==> config.mk <==
export PLATFORM = sky130hd
export DESIGN_NAME = alu_pipe_param
export DESIGN_NICKNAME = d
export VERILOG_FILES = /design/src/rtl/alu_pipe_param.sv
export SDC_FILE = /design/constraint.sdc
export NUM_CORES = 1
export LEC_CHECK = 0
export BUFFER_PORTS_ARGS = -buffer_cell sky130_fd_sc_hd__buf_2
export CAP_MARGIN = 10
export CORE_MARGIN = 2
export CORE_UTILIZATION = 61
export DETAILED_ROUTE_END_ITERATION = 8
export GPL_TIMING_DRIVEN = 0
export PLACE_DENSITY = 0.83
export SLEW_MARGIN = 20
export SYNTH_ARGS = -nofsm -noshare
export SYNTH_HDL_FRONTEND = slang
export SYNTH_SLANG_ARGS = --single-unit
export TNS_END_PERCENT = 10
==> constraint.sdc <==
create_clock -name clk_i -period 7.2 [get_ports clk_i]
set_input_delay 1.44 -clock clk_i [delete_from_list [all_inputs] [get_ports clk_i]]
set_output_delay 1.44 -clock clk_i [all_outputs]
set_load 0.02 [all_outputs]
==> src/rtl/alu_pipe_param.sv <==
// Parametrised execute-stage ALU: registered write-back, persistent flags, branch
// redirect, an iterative shift-add multiplier with back-pressure, and a HALT state.
module alu_pipe_param #(
  parameter int DW  = 16,
  parameter int AW  = 4,
  parameter int PCW = 12,
  parameter int SHW = $clog2(DW)
) (
  input  logic           clk_i,
  input  logic           rst_i,
  input  logic           valid_i,
  output logic           ready_o,
  input  logic [3:0]     op_i,
  input  logic [AW-1:0]  adr_i,
  input  logic [DW-1:0]  a_i,
  input  logic [DW-1:0]  b_i,
  input  logic [PCW-1:0] tgt_i,
  input  logic           haz_i,
  output logic           wr_ena_o,
  output logic [AW-1:0]  wr_adr_o,
  output logic [DW-1:0]  wr_data_o,
  output logic           flag_gt_o,
  output logic           flag_lt_o,
  output logic           flag_eq_o,
  output logic           flag_c_o,
  output logic           br_take_o,
  output logic [PCW-1:0] br_tgt_o,
  output logic           haz_o,
  output logic           halt_o
);

  localparam logic [3:0] OP_ADD = 4'd0,  OP_SUB = 4'd1,  OP_MOV = 4'd2,  OP_CMP = 4'd3;
  localparam logic [3:0] OP_OR  = 4'd4,  OP_AND = 4'd5,  OP_XOR = 4'd6,  OP_INC = 4'd7;
  localparam logic [3:0] OP_DEC = 4'd8,  OP_JMP = 4'd9,  OP_JGT = 4'd10, OP_JEQ = 4'd11;
  localparam logic [3:0] OP_MUL = 4'd12, OP_SHL = 4'd13, OP_SHR = 4'd14, OP_END = 4'd15;

  typedef enum logic [1:0] {S_IDLE = 2'd0, S_MUL = 2'd1, S_HALT = 2'd2} state_t;

  state_t         state_q, state_d;
  logic           wr_ena_q, wr_ena_d;
  logic [AW-1:0]  wr_adr_q, wr_adr_d;
  logic [DW-1:0]  wr_data_q, wr_data_d;
  logic           br_take_q, br_take_d;
  logic [PCW-1:0] br_tgt_q, br_tgt_d;
  logic           haz_q, haz_d;
  logic [3:0]     flags_q, flags_d;  // {gt, lt, eq, c}
  logic [DW-1:0]  mcand_q, mplier_q, acc_q;
  logic [SHW-1:0] cnt_q;
  logic [AW-1:0]  madr_q;
  logic           mhaz_q;
  logic           mul_wb_q;
  logic           mul_load, wb;

  logic           accept, mul_last;
  logic [DW:0]    add_w, sub_w;
  logic [DW-1:0]  mul_sum;

  assign accept   = valid_i && ready_o;
  assign add_w    = {1'b0, a_i} + {1'b0, b_i};
  assign sub_w    = {1'b0, a_i} - {1'b0, b_i};
  assign mul_sum  = acc_q + (mplier_q[0] ? mcand_q : '0);
  assign mul_last = (state_q == S_MUL) && (cnt_q == SHW'(DW - 1));

  // State register
  always_ff @(posedge clk_i) begin
    if (rst_i) state_q <= S_IDLE;
    else       state_q <= state_d;
  end

  // Next-state logic
  always_comb begin
    state_d = S_IDLE;
    case (state_q)
      S_IDLE: begin
        if (accept && op_i == OP_MUL)      state_d = S_MUL;
        else if (accept && op_i == OP_END) state_d = S_HALT;
        else                               state_d = S_IDLE;
      end
      S_MUL:   state_d = mul_last ? S_IDLE : S_MUL;
      S_HALT:  state_d = S_HALT;
      default: state_d = S_IDLE;
    endcase
  end

  // FSM outputs; the multiplier result cycle still holds off new work
  always_comb begin
    ready_o = (state_q == S_IDLE) && !mul_wb_q;
    halt_o  = (state_q == S_HALT);
  end

  always_comb begin
    wr_ena_d  = 1'b0;
    wr_adr_d  = '0;
    wr_data_d = '0;
    br_take_d = 1'b0;
    br_tgt_d  = '0;
    haz_d     = 1'b0;
    flags_d   = flags_q;
    mul_load  = 1'b0;
    wb        = 1'b0;
    if (mul_last) begin
      wr_ena_d  = 1'b1;
      wr_adr_d  = madr_q;
      wr_data_d = mul_sum;
      haz_d     = mhaz_q;
    end else if (accept) begin
      haz_d = haz_i;
      case (op_i)
        OP_ADD: begin wb = 1'b1; wr_data_d = add_w[DW-1:0]; flags_d[0] = add_w[DW]; end
        OP_SUB: begin wb = 1'b1; wr_data_d = sub_w[DW-1:0]; flags_d[0] = sub_w[DW]; end
        OP_MOV: begin wb = 1'b1; wr_data_d = b_i; end
        OP_CMP: flags_d[3:1] = {a_i > b_i, a_i < b_i, a_i == b_i};
        OP_OR:  begin wb = 1'b1; wr_data_d = a_i | b_i; end
        OP_AND: begin wb = 1'b1; wr_data_d = a_i & b_i; end
        OP_XOR: begin wb = 1'b1; wr_data_d = a_i ^ b_i; end
        OP_INC: begin wb = 1'b1; wr_data_d = b_i + DW'(1); end
        OP_DEC: begin wb = 1'b1; wr_data_d = b_i - DW'(1); end
        OP_JMP: br_take_d = 1'b1;
        OP_JGT: br_take_d = flags_q[3];
        OP_JEQ: br_take_d = flags_q[1];
        OP_MUL: begin haz_d = 1'b0; mul_load = 1'b1; end
        OP_SHL: begin wb = 1'b1; wr_data_d = a_i << b_i[SHW-1:0]; end
        OP_SHR: begin wb = 1'b1; wr_data_d = a_i >> b_i[SHW-1:0]; end
        default: haz_d = 1'b0;
      endcase
      if (wb) begin
        wr_ena_d = 1'b1;
        wr_adr_d = adr_i;
      end
      if (br_take_d) br_tgt_d = tgt_i;
    end
  end

  always_ff @(posedge clk_i) begin
    if (rst_i) begin
      wr_ena_q  <= 1'b0;
      wr_adr_q  <= '0;
      wr_data_q <= '0;
      br_take_q <= 1'b0;
      br_tgt_q  <= '0;
      haz_q     <= 1'b0;
      flags_q   <= '0;
      mcand_q   <= '0;
      mplier_q  <= '0;
      acc_q     <= '0;
      cnt_q     <= '0;
      madr_q    <= '0;
      mhaz_q    <= 1'b0;
      mul_wb_q  <= 1'b0;
    end else begin
      wr_ena_q  <= wr_ena_d;
      wr_adr_q  <= wr_adr_d;
      wr_data_q <= wr_data_d;
      br_take_q <= br_take_d;
      br_tgt_q  <= br_tgt_d;
      haz_q     <= haz_d;
      flags_q   <= flags_d;
      mul_wb_q  <= mul_last;
      if (mul_load) begin
        mcand_q  <= a_i;
        mplier_q <= b_i;
        acc_q    <= '0;
        cnt_q    <= '0;
        madr_q   <= adr_i;
        mhaz_q   <= haz_i;
      end else if (state_q == S_MUL) begin
        // One shift-add step: multiplicand walks left, multiplier bits walk right
        acc_q    <= mul_sum;
        mcand_q  <= mcand_q << 1;
        mplier_q <= mplier_q >> 1;
        cnt_q    <= cnt_q + SHW'(1);
      end
    end
  end

  assign wr_ena_o  = wr_ena_q;
  assign wr_adr_o  = wr_adr_q;
  assign wr_data_o = wr_data_q;
  assign br_take_o = br_take_q;
  assign br_tgt_o  = br_tgt_q;
  assign haz_o     = haz_q;
  assign {flag_gt_o, flag_lt_o, flag_eq_o, flag_c_o} = flags_q;

endmodule
[Word level (Yosys, flattened, before mapping)]
Cells that the tools add are included.
Operators by class
  $add $sub $neg: 6
  multiply operators: 0
  div/mod/pow operators: 0
  order comparisons: 2
  equal/unequal tests: 19
  shift operators: 2
  multiplexer cells: 31
  bitwise gates (word level): 6
  reductions and logical operators: 17
Operators with widths (count)
  16-bit one-hot mux with 10 select lines: 1
  16-bit two-way mux: 7
  4-bit equality test, second input constant: 9
  16-bit by 16-bit adder with 17-bit output: 1
  16-bit by 16-bit subtractor with 17-bit output: 1
  16-bit by 1-bit adder with 16-bit output, second input constant: 1
  16-bit adder: 1
  16-bit AND: 1
  16-bit equality test: 1
  4-bit by 3-bit equality test with 1-bit output, second input constant: 4
  16-bit greater-than comparator: 1
  16-bit < comparator: 1
  16-bit OR: 1
  16-bit by 4-bit << shifter with 16-bit output: 1
  16-bit by 4-bit right shift with 16-bit output: 1
  16-bit by 1-bit subtractor with 16-bit output, second input constant: 1
  16-bit XOR: 1
  1-bit two-way mux: 15
  14-bit OR reduction: 1
  4-bit two-way mux: 3
  10-bit OR reduction: 1
  4-bit by 2-bit equality test with 1-bit output, second input constant: 2
  2-bit one-hot mux with 3 select lines: 1
  3-bit AND reduction: 2
  16 further kinds: 24
Word-level totals
  flip-flop bits (word level): 99
  bits in latches: 0
  memory bits (writable): 0
  ROM bits: 0
  input port bits: 56
  output and inout port bits: 41
  logic and storage cells: 99
  memories kept: 0

[Depth between registers and ports, before layout]
Gate-level depths: netlist of the first run.
  word-level depth: 8
  depth in mapped cells: 13
  depth with buffers taken out: 12

[Least setup slack after synthesis of the first run]
No wires, ideal clock.
  path kind: input port to flip-flop
  start: in b_i[8]
  end: reg wr_data_q[15], in the netlist wr_data_o[15]
  library setup time: 0.117 ns
  arrival time: 3.779 ns
  required time: 7.083 ns
  path slack: 3.304 ns
  stages: 11
  path buffers: 2
  cell sequence: clkbuf_1 inv_1 ha_1 clkbuf_1 or4_1 nor3_1 a21oi_1 a221o_1 xnor2_1 o211ai_1 a22o_1
Between the ends
  longest elaborated chain between the ends: 4
  elaborated cells between the ends (all ways): 7
  those cells by class: add/sub (4); mux (3)
RTL lines
  from (decl): RTL line 16  | input logic [DW-1:0] b_i,
  16-bit by 1-bit subtractor with 16-bit output, or another cell as far along: RTL line 117  | OP_DEC: begin wb = 1'b1; wr_data_d = b_i - DW'(1); end
  16-bit one-hot mux with 10 select lines (*): RTL line 108  | case (op_i)
  16-bit two-way mux (*): RTL line 106  | end else if (accept) begin
  16-bit two-way mux (*): RTL line 101  | if (mul_last) begin
  to (signal assigned): RTL line 153  | wr_data_q <= wr_data_d;
  to (decl): RTL line 42  | logic [DW-1:0] wr_data_q, wr_data_d;
Mark *: on every way between the ends. The rest lies on a longest branch, timed or not.
A chain may end at the register's enable or synchronous reset.

[Final worst setup path of the first run]
  start: in b_i[1]
  end: reg wr_data_q[13], in the netlist wr_data_o[13]
Between the ends
  longest elaborated chain between the ends: 4
  elaborated cells between the ends (all ways): 9
  those cells by class: add/sub (4); shift (2); mux (3)
RTL lines (RTL line)
  16-bit by 1-bit subtractor with 16-bit output, or another cell as far along: 117
  16-bit one-hot mux with 10 select lines (*): 108
  16-bit two-way mux (*): 106
  16-bit two-way mux (*): 101
Marks and branches as above.

==> flow_summary.ini, run 1 <==
[timing]
fin_worst_skew_ns = 0.008036
setup_violations = 0
grt_setup_unrepaired = false
max_freq_ghz = 0.2071
fin_ws_ns = 2.370
slew_violations = 0
hold_viol_final = 0
tightest_slew_ns = 1.046
maxSlewHeadroom_pct = 29.69
fin_tns_setup_ns = 0
final.period_utilization_pct = 67.08
period_minus_slack_ns = 4.830

[clock_tree]
clk_pin_slew_worst_paths_ns = 0.07
root_buffer = clkbuf_16
cts_tree = built
hold_buffers = 0
cts_setup_buffers = 0
numClockSinks = 99
cts-buffers-inserted = 9
ctsResizeCount = 0
clock_latency_ns = 0.35
ctsHtreeMaxLevel = 3
clk_path_buf_depth = 2

[power_and_ir_drop]
power.share.sequential_pct = 37.1
total_leakage_power_uw = 0.004069
p_int_uw = 1014
ir_worst_vdd_v = 0.0001142
cellPowerDensity_nw_per_um2 = 154.3
p_switching_uw = 498.7
power_frac_comb_pct = 27.0
swShare_pct = 32.98
pwr-share-clk_pct = 35.8

[route]
firstDrtPassIters = 7
vias_per_cell = 6.719
num_vias = 10220
wl_microns = 34800
drtIter0Drc = 1397
drtAntennaViolNets = 0
drcViolationCount = 0
routedWlPerCell_microns = 22.88

[global_route]
grt_pass1_wl_microns = 51760
grt_max_degree = 17
grt_overflow = 0
grt_pass1_vias = 9208
grt_antenna_before_repair = 1
grt_use_total_pct = 45.25

[synth]
synth_warnings = 0
synth_flop_cell = dfxtp_1
synth_top_area_share_pct = 22.66
synthCells = 1229
synth_area_leader_cell = dfxtp_1
ys_types = 69
syn_nets = 1354
synth-edff-count = 0
synth_top_cells_by_area = dfxtp_1 (23%), ha_1 (9.4%), a21oi_1 (7.8%)
ys_seq_elements = 99
synth_area_sq_um = 8745
synth-seq-area-share_pct = 22.66
synth.avg_cell_area_sq_um = 7.115
async_flop_share_pct = 0

[run]
drv_cap = 0

[critical_path]
crit_path_top_delay_cell = buf_1
cp.required_ns = 7.41
worstSetupEndpointType = flop
crit_path_max_fanout = 12
crit_chain = buf_2 -> inv_2 -> buf_1 -> ha_1 -> a211oi_1 -> o211ai_1 -> nand2_1 -> o211ai_1 -> nand2_1 -> o21ai_0 -> a2111oi_0 -> o21ai_1
arrival_ns = 5.04
worstSetupPathType = in2reg
startpoint_type = input port
max_stage_delay_ns = 0.68

[final_layout]
drive_above_1_share_pct = 11.19
diodes = 0
fillers = 1205
fin_cells = 1521
final_util_pct = 70.35
fin_nets = 1461
syn2layout_area_growth_pct = 12.10

[floorplanning]
die_w_microns = 123.7
ioPinCount = 97
core-area_sq_um = 13930
die_area_sq_um = 15310
rows = 43
initial_core_util_pct = 62.75
die_y_microns = 123.7

[placed_design]
dpl.cell_count = 1505
pre_cts_ws_ns = 2.237
gp_congestion = 1.148
place.port_buffers = 96
dpl.hpwl_microns = 26670

[outcome]
outcome = completed

[min_path]
hp-class = reg2reg
-- critical path, delay by kind of cell --
kind / cells / cell delay, ns
buf+inv: 3 / 1.08
simple gates: 2 / 0.39
fa+ha+maj: 1 / 0.43
compound gates: 6 / 1.69
-- layout make-up --
type,instances,area (sq um),area share (%)
Timing Repair Buffer,96,480.5,4.901
Buffer,88,345.3,3.523
Sequential cell,99,1982,20.22
Multi-Input combinational cell,988,6232,63.57
Clock buffer,11,252.7,2.578
Clock inverter,5,82.58,0.8424
Tap cell,180,225.2,2.297
Inverter,54,202.7,2.068
-- final timing paths --
| path | cells past startpoint | slack, ns | startpoint | end |
|---|---|---|---|---|
| worst max-delay path | 12 | 2.37 | b_i[1] | wr_data_o[13] |
| worst min-delay path | 2 | 0.46 | acc_q[8] | acc_q[8] |
| worst max register to register | 13 | 3.44 | mplier_q[0] | acc_q[12] |
| worst min register to register | 2 | 0.46 | acc_q[8] | acc_q[8] |
-- cell families (layout without fill, tap and decap cells) --
| family | count (synthesis) | count (layout) | share of synthesized area [%] |
|---|---|---|---|
| AOI/OAI and AO/OA | 362 | 362 | 26.08 |
| muxes | 42 | 42 | 6.009 |
| adders and majority gates | 69 | 69 | 10.13 |
| DFF | 99 | 99 | 22.66 |
| and+or+nand+nor | 479 | 479 | 25.24 |
| xor gates and xnor gates | 36 | 36 | 3.606 |
| buffers and inverters | 142 | 254 | 6.267 |
-- routing by layer --
layer  vias up  part of all wire (%)  global-route usage (%)
li1       4602                     -                       -
met1      4637                    37                   55.77
met2       789                    42                   68.17
met3       190                    15                   17.12
met4         2                   6.1                   24.29
met5         -                 0.037                       0
-- power by group through the flow --
| stage | Sequential [uW] | Combinational, uW | Clock (uW) |
|---|---|---|---|
| 4_1_cts | 561 | 388 | 544 |
| 2_1_floorplan | 581 | 242 | 0 |
| 3_3_place_gp | 573 | 382 | 0 |
| 5_1_grt | 562 | 433 | 560 |
| 3_5_place_dp | 574 | 386 | 0 |
| 6_report | 562 | 409 | 542 |
-- stage by stage --
stage / hold WS [ns] / area [sq um] / total power (uW)
finish: 0.4630 / 9803 / 1512
global route: 0.4703 / 9803 / 1555
CTS: 0.4555 / 9792 / 1493
detailed placement: 0.4473 / 9457 / 959.7
global placement: 0.4438 / 9450 / 955.0
floorplan: 0.4357 / 8745 / 823.2
-- cell usage after synthesis (13+ instances only) --
library cell	count
or3_1	13
o211ai_1	21
clkbuf_1	68
mux2i_1	30
o22ai_1	13
xnor2_1	29
nor2b_1	13
ha_1	66
o21ai_1	15
nand2_1	167
nand3_1	23
inv_1	52
o21ai_0	50
nor3_1	48
dfxtp_1	99
a21oi_1	136
nor2_1	129
a22oi_1	13
nand2b_1	13
a211oi_1	17
and2_1	28
-- state kept, by name, indices dropped and copies added, names as in the netlist --
name / flops
wr_adr_o: 4
mcand_q: 16
wr_data_o: 16
flags_q: 4
br_tgt_o: 12
mul_wb_q: 1
acc_q: 16
madr_q: 4
wr_ena_o: 1
mhaz_q: 1
cnt_q: 4
br_take_o: 1
haz_o: 1
state_q: 2
mplier_q: 16
-- layout by cell type, fill, tap and decap left out, types with 17 or more instances in the layout --
master,n
nor2_1,129
o211ai_1,21
a211oi_1,17
and2_1,28
nand2_1,167
nor3_1,47
clkbuf_1,68
mux2i_1,30
dfxtp_1,99
a21oi_1,136
nand3_1,23
buf_2,108
ha_1,66
inv_1,52
o21ai_0,50
xnor2_1,29
Note: power is estimated with default switching activity, not from simulation.
==> inputs of run 2 (changes only) <==
--- a/config.mk
+++ b/config.mk
@@ -5,13 +5,14 @@
 export SDC_FILE = /design/constraint.sdc
 export NUM_CORES = 1
 export LEC_CHECK = 0
+export ABC_AREA = 1
 export BUFFER_PORTS_ARGS = -buffer_cell sky130_fd_sc_hd__buf_2
 export CAP_MARGIN = 10
 export CORE_MARGIN = 2
-export CORE_UTILIZATION = 61
+export CORE_UTILIZATION = 55
 export DETAILED_ROUTE_END_ITERATION = 8
 export GPL_TIMING_DRIVEN = 0
-export PLACE_DENSITY = 0.83
+export PLACE_DENSITY = 0.78
 export SLEW_MARGIN = 20
 export SYNTH_ARGS = -nofsm -noshare
 export SYNTH_HDL_FRONTEND = slang
==> constraint.sdc (replaced) <==
create_clock -name clk_i -period 4.4 [get_ports clk_i]
set_input_delay 0.88 -clock clk_i [delete_from_list [all_inputs] [get_ports clk_i]]
set_output_delay 0.88 -clock clk_i [all_outputs]
set_load 0.02 [all_outputs]
==> flow_summary.ini, run 2 <==
[floorplanning]
die_area_sq_um = 17880
die_w_microns = 133.7
core-area_sq_um = 16520
ioPinCount = 97
rows = 47
die_y_microns = 133.7
initial_core_util_pct = 56.00

[power_and_ir_drop]
total_leakage_power_uw = 0.005342
power_frac_comb_pct = 29.9
finalPower_uw = 2428
swShare_pct = 36.86
cellPowerDensity_nw_per_um2 = 236.0
ir_worst_vdd_v = 0.0002143
power.share.sequential_pct = 38.5
pwr-share-clk_pct = 31.6
p_switching_uw = 895.0
p_int_uw = 1533

[clock_tree]
clk_path_buf_depth = 2
root_buffer = clkbuf_16
hold_buffers = 0
clock_latency_ns = 0.35
ctsResizeCount = 0
cts_tree = built
clk_pin_slew_worst_paths_ns = 0.07
cts_setup_buffers = 0
numClockSinks = 99
ctsHtreeMaxLevel = 3
cts-buffers-inserted = 9

[critical_path]
worstSetupEndpointType = flop
cp.required_ns = 4.63
worst-path-buf-inv = 5
arrival_ns = 3.98
worstSetupStartpoint = b_i[2]
crit_chain = buf_2 -> clkinv_1 -> clkbuf_1 -> ha_1 -> clkbuf_2 -> inv_1 -> nand2_1 -> o21ai_0 -> nand2_1 -> nand2_1 -> o21ai_0 -> a21oi_1 -> nand2_1 -> nand2_1 -> o21ai_0
rr_startpoint = mplier_q[0]
worstSetupPathType = in2reg
crit_top_cell = nand2_1
startpoint_type = input port
crit_path_top_delay_cell = o21ai_0
cp_top_family = buffers and inverters
crit_path_max_fanout = 11
max_stage_delay_ns = 0.41

[route]
routedWlPerCell_microns = 19.65
firstDrtPassIters = 6
wl_microns = 37510
drcViolationCount = 0
vias_per_cell = 5.935
drtAntennaViolNets = 0
drtIter0Drc = 1368
num_vias = 11329

[synth]
ys_types = 46
synth_top_cells_by_area = dfxtp_1 (21%), nand2_1 (19%), ha_1 (8.9%)
synthCells = 1578
synth_common_cells = nand2_1 (479), inv_1 (190), nor2_1 (151)
synth-edff-count = 0
ys_seq_elements = 99
synth_area_leader_cell = dfxtp_1
synth_flop_cell = dfxtp_1
synth.avg_cell_area_sq_um = 5.864
syn_nets = 1703
synth_warnings = 0
async_flop_share_pct = 0
synth_area_sq_um = 9254
synth_top_area_share_pct = 21.42
synth-seq-area-share_pct = 21.42
yosysMostFrequentCell = nand2_1

[outcome]
outcome = completed

[final_layout]
diodes = 0
fin_nets = 1809
syn2layout_area_growth_pct = 11.20
layout_common_cells = nand2_1 (479), inv_1 (190), nor2_1 (151)
fin_cells = 1909
drive_above_1_share_pct = 8.703
final_common_cell = nand2_1

[timing]
maxSlewHeadroom_pct = 42.40
tightest_slew_ns = 0.8608
max_freq_ghz = 0.2668
grt_setup_unrepaired = false
fin_tns_setup_ns = 0
hold_viol_final = 0
fin_ws_ns = 0.6521
slew_violations = 0
period_minus_slack_ns = 3.748
fin_worst_skew_ns = 0.01474
final.period_utilization_pct = 85.18
setup_violations = 0

[min_path]
hold_start = madr_q[1]
hp-class = reg2reg

[placed_design]
dpl.hpwl_microns = 29670
pre_cts_ws_ns = 0.4173
gp_congestion = 1.065
place.port_buffers = 95
dpl.cell_count = 1893

[global_route]
grt_pass1_vias = 10214
grt_antenna_before_repair = 0
grt_pass1_wl_microns = 56790
grt_max_degree = 18
grt_overflow = 0
grt_use_total_pct = 41.37

[run]
drv_cap = 0
==> run 2: cell types whose count changed in the layout (fill, tap and decap cells not counted), moves of 38 or more <==
cell | before | now
nand2_1 | 167 | 479
nor3_1 | 47 | 9
a21oi_1 | 136 | 93
o21ai_0 | 50 | 141
inv_1 | 52 | 190
nand3_1 | 23 | 113
==> run 2: area by class of cell <==
cell class                 instances  area, sq um
tap                              220        275.3
fill                            1706         6235
sequential                        99         1982
timing repair buffer              95        475.5
buffer                            65        296.5
inverter                         197        739.5
clock inverter                     5        42.54
clock buffer                      11        242.7
multi-input combinational       1217         6236
==> run 2: worst reg2reg max path: cells and delay by family (launching register included) <==
family                   cells  cell delay [ns]
buffers and inverters        5             0.85
AO/OA/AOI/OAI                4             0.81
adder cells (fa/ha/maj)      2             0.59
AND/OR/NAND/NOR              3             0.44
flip-flops                   1             0.31
XOR/XNOR                     1             0.17
==> run 2: cell families after synthesis <==
logic type	count (synthesis)	share of synthesized area, %
and+or+nand+nor	785	34.78
AOI/OAI and AO/OA	341	20.92
muxes	3	0.3245
adders and majority gates	69	9.573
buffers and inverters	262	11.20
xor gates and xnor gates	19	1.798
DFF	99	21.42
==> run 2: metal layers <==
| layer | track usage, % | share of wire [%] | vias to the layer above |
|---|---|---|---|
| met3 | 6.887 | 10 | 191 |
| met2 | 66.44 | 44 | 712 |
| met1 | 50.61 | 38 | 5059 |
| li1 | - | - | 5367 |
| met5 | 0 | 0 | - |
| met4 | 28.37 | 8.1 | 0 |
==> run 2: path summary, 6_finish.rpt <==
check / slack [ns] / depth (start not counted) / endpoint
worst max-delay path: 0.65 / 15 / wr_data_o[6]
worst max register to register: 1.12 / 15 / acc_q[10]
worst min register to register: 0.45 / 2 / madr_q[1]
worst min-delay path: 0.45 / 2 / madr_q[1]
==> run 2: through the flow <==
step	utilization, %	instance area (sq um)	hold slack [ns]
floorplan	-	9254	0.4247
global placement	60.54	10000	0.4401
detailed placement	60.54	10000	0.4486
CTS	62.27	10290	0.4584
global route	62.27	10290	0.4771
finish	62.27	10290	0.4547
==> run 2: power groups by stage <==
stage / Sequential [uW] / Clock, uW / Combinational [uW]
after CTS: 934 / 767 / 696
after global routing: 937 / 804 / 789
after floorplan: 965 / 0 / 432
after global placement: 954 / 0 / 687
after detailed placement: 955 / 0 / 692
final: 935 / 767 / 727
==> inputs of run 3 (changes only) <==
--- a/config.mk
+++ b/config.mk
@@ -8,6 +8,7 @@
 export ABC_AREA = 1
 export BUFFER_PORTS_ARGS = -buffer_cell sky130_fd_sc_hd__buf_2
 export CAP_MARGIN = 10
+export CORE_ASPECT_RATIO = 0.5
 export CORE_MARGIN = 2
 export CORE_UTILIZATION = 55
 export DETAILED_ROUTE_END_ITERATION = 8
==> flow_summary.ini, run 3 (synthesized netlist as in run 2, its figures left out) <==
[outcome]
outcome = completed

[timing]
max_freq_ghz = 0.2413
slew_violations = 0
period_minus_slack_ns = 4.144
hold_viol_final = 0
tightest_slew_ns = 1.249
maxSlewHeadroom_pct = 16.08
fin_tns_setup_ns = 0
fin_worst_skew_ns = 0.01036
final.period_utilization_pct = 94.17
grt_setup_unrepaired = false
setup_violations = 0
fin_ws_ns = 0.2564
whs_ns = 0.4632

[critical_path]
arrival_ns = 4.37
crit_path_max_fanout = 10
worstSetupPathType = in2reg
worstSetupEndpointType = flop
crit_top_cell = nand2_1
cp.required_ns = 4.63
crit_path_top_delay_cell = a21boi_0
worst-path-buf-inv = 2
startpoint_type = input port
cp_top_family = compound AO/OA/AOI/OAI gates
crit_chain = buf_2 -> clkinv_1 -> ha_1 -> a21oi_1 -> nand2_1 -> a21boi_0 -> nor2_1 -> nor2_1 -> o21ai_0 -> a21oi_1 -> nand2_1 -> nand2_1 -> o21ai_0
max_stage_delay_ns = 0.62

[min_path]
hp-class = reg2reg

[global_route]
grt_pass1_vias = 10504
grt_use_total_pct = 44.39
grt_max_degree = 21
grt_pass1_wl_microns = 60160
grt_overflow = 0
grt_antenna_before_repair = 0

[route]
vias_per_cell = 6.116
routedWlPerCell_microns = 20.96
num_vias = 11725
drtAntennaViolNets = 0
drtIter0Drc = 1647
firstDrtPassIters = 7
drcViolationCount = 0
wl_microns = 40180

[power_and_ir_drop]
ir_worst_vdd_v = 0.0002437
p_switching_uw = 962.0
total_leakage_power_uw = 0.005349
cellPowerDensity_nw_per_um2 = 241.5
pwr-share-clk_pct = 32.3
power_frac_comb_pct = 30.1
p_int_uw = 1531
power.share.sequential_pct = 37.5
finalPower_uw = 2493
swShare_pct = 38.58

[final_layout]
finalInstanceArea_sq_um = 10320
drive_above_1_share_pct = 8.763
syn2layout_area_growth_pct = 11.55
fin_nets = 1809
final_common_cell = nand2_1
layout_common_cells = nand2_1 (479), inv_1 (190), nor2_1 (151)

[clock_tree]
hold_buffers = 0
ctsHtreeMaxLevel = 3
cts_tree = built
root_buffer = clkbuf_16
cts-buffers-inserted = 9
clock_latency_ns = 0.36
clk_path_buf_depth = 2
clk_pin_slew_worst_paths_ns = 0.07
numClockSinks = 99
ctsResizeCount = 0
cts_setup_buffers = 0

[floorplanning]
die_area_sq_um = 17940
die_w_microns = 187.4
rows = 33
die_y_microns = 95.72
initial_core_util_pct = 56.31
core-area_sq_um = 16430
ioPinCount = 97

[placed_design]
placed_area_sq_um = 10010
place.port_buffers = 95
gp_congestion = 1.078
pre_cts_ws_ns = 0.1973
dpl.hpwl_microns = 31590

[run]
drv_cap = 0
run 3: cell types whose count changed in the layout (fill, tap and decap cells not counted):
cell	before	now
diode_2	0	1
clkbuf_1	41	40
clkbuf_8	1	0
clkinv_2	1	0
clkinv_8	0	2
inv_8	1	2
run 3: area by class of cell:
cell class,count,area (sq um)
plain buffers,65,296.5
multi-input cells,1217,6236
inverters,197,739.5
well taps,227,284.0
fillers,1568,6111
clock inverters,7,81.33
repair buffers,95,475.5
clock buffers,9,225.2
flip-flops and latches,99,1982
diodes,1,2.502
run 3: stage by stage:
step                cells  utilization [%]
floorplan            1578                -
CTS                  1916            62.80
detailed placement   1900            60.93
global placement     1900            60.93
global route         1916            62.80
finish               1917            62.81
run 3: path summary, 6_finish.rpt:
| path | from | end | slack (ns) | cells past startpoint |
|---|---|---|---|---|
| max | b_i[3] | wr_data_o[6] | 0.26 | 13 |
| min reg2reg | mhaz_q | mhaz_q | 0.46 | 2 |
| max reg2reg | mplier_q[0] | acc_q[10] | 0.99 | 15 |
| min | mhaz_q | mhaz_q | 0.46 | 2 |
run 3: power by group through the flow:
| stage | sequential [uW] | clock [uW] | combinational [uW] |
|---|---|---|---|
| after floorplan | 965 | 0 | 432 |
| after global placement | 954 | 0 | 695 |
| after detailed placement | 956 | 0 | 705 |
| after CTS | 935 | 797 | 711 |
| after global routing | 938 | 838 | 801 |
| final | 936 | 806 | 751 |
run 3: tightest hold or removal path, stage by stage (launching register included):
cell and delay [ns]:
dfxtp_1 0.30, inv_1 0.06, a21oi_1 0.06
run 3: routing by layer:
metal	vias up	share of wire, %	global-route usage (%)
met3	153	15	8.895
met5	-	0	0
met4	0	4.4	20.67
met1	5310	40	59.19
li1	5363	-	-
met2	899	41	70.14
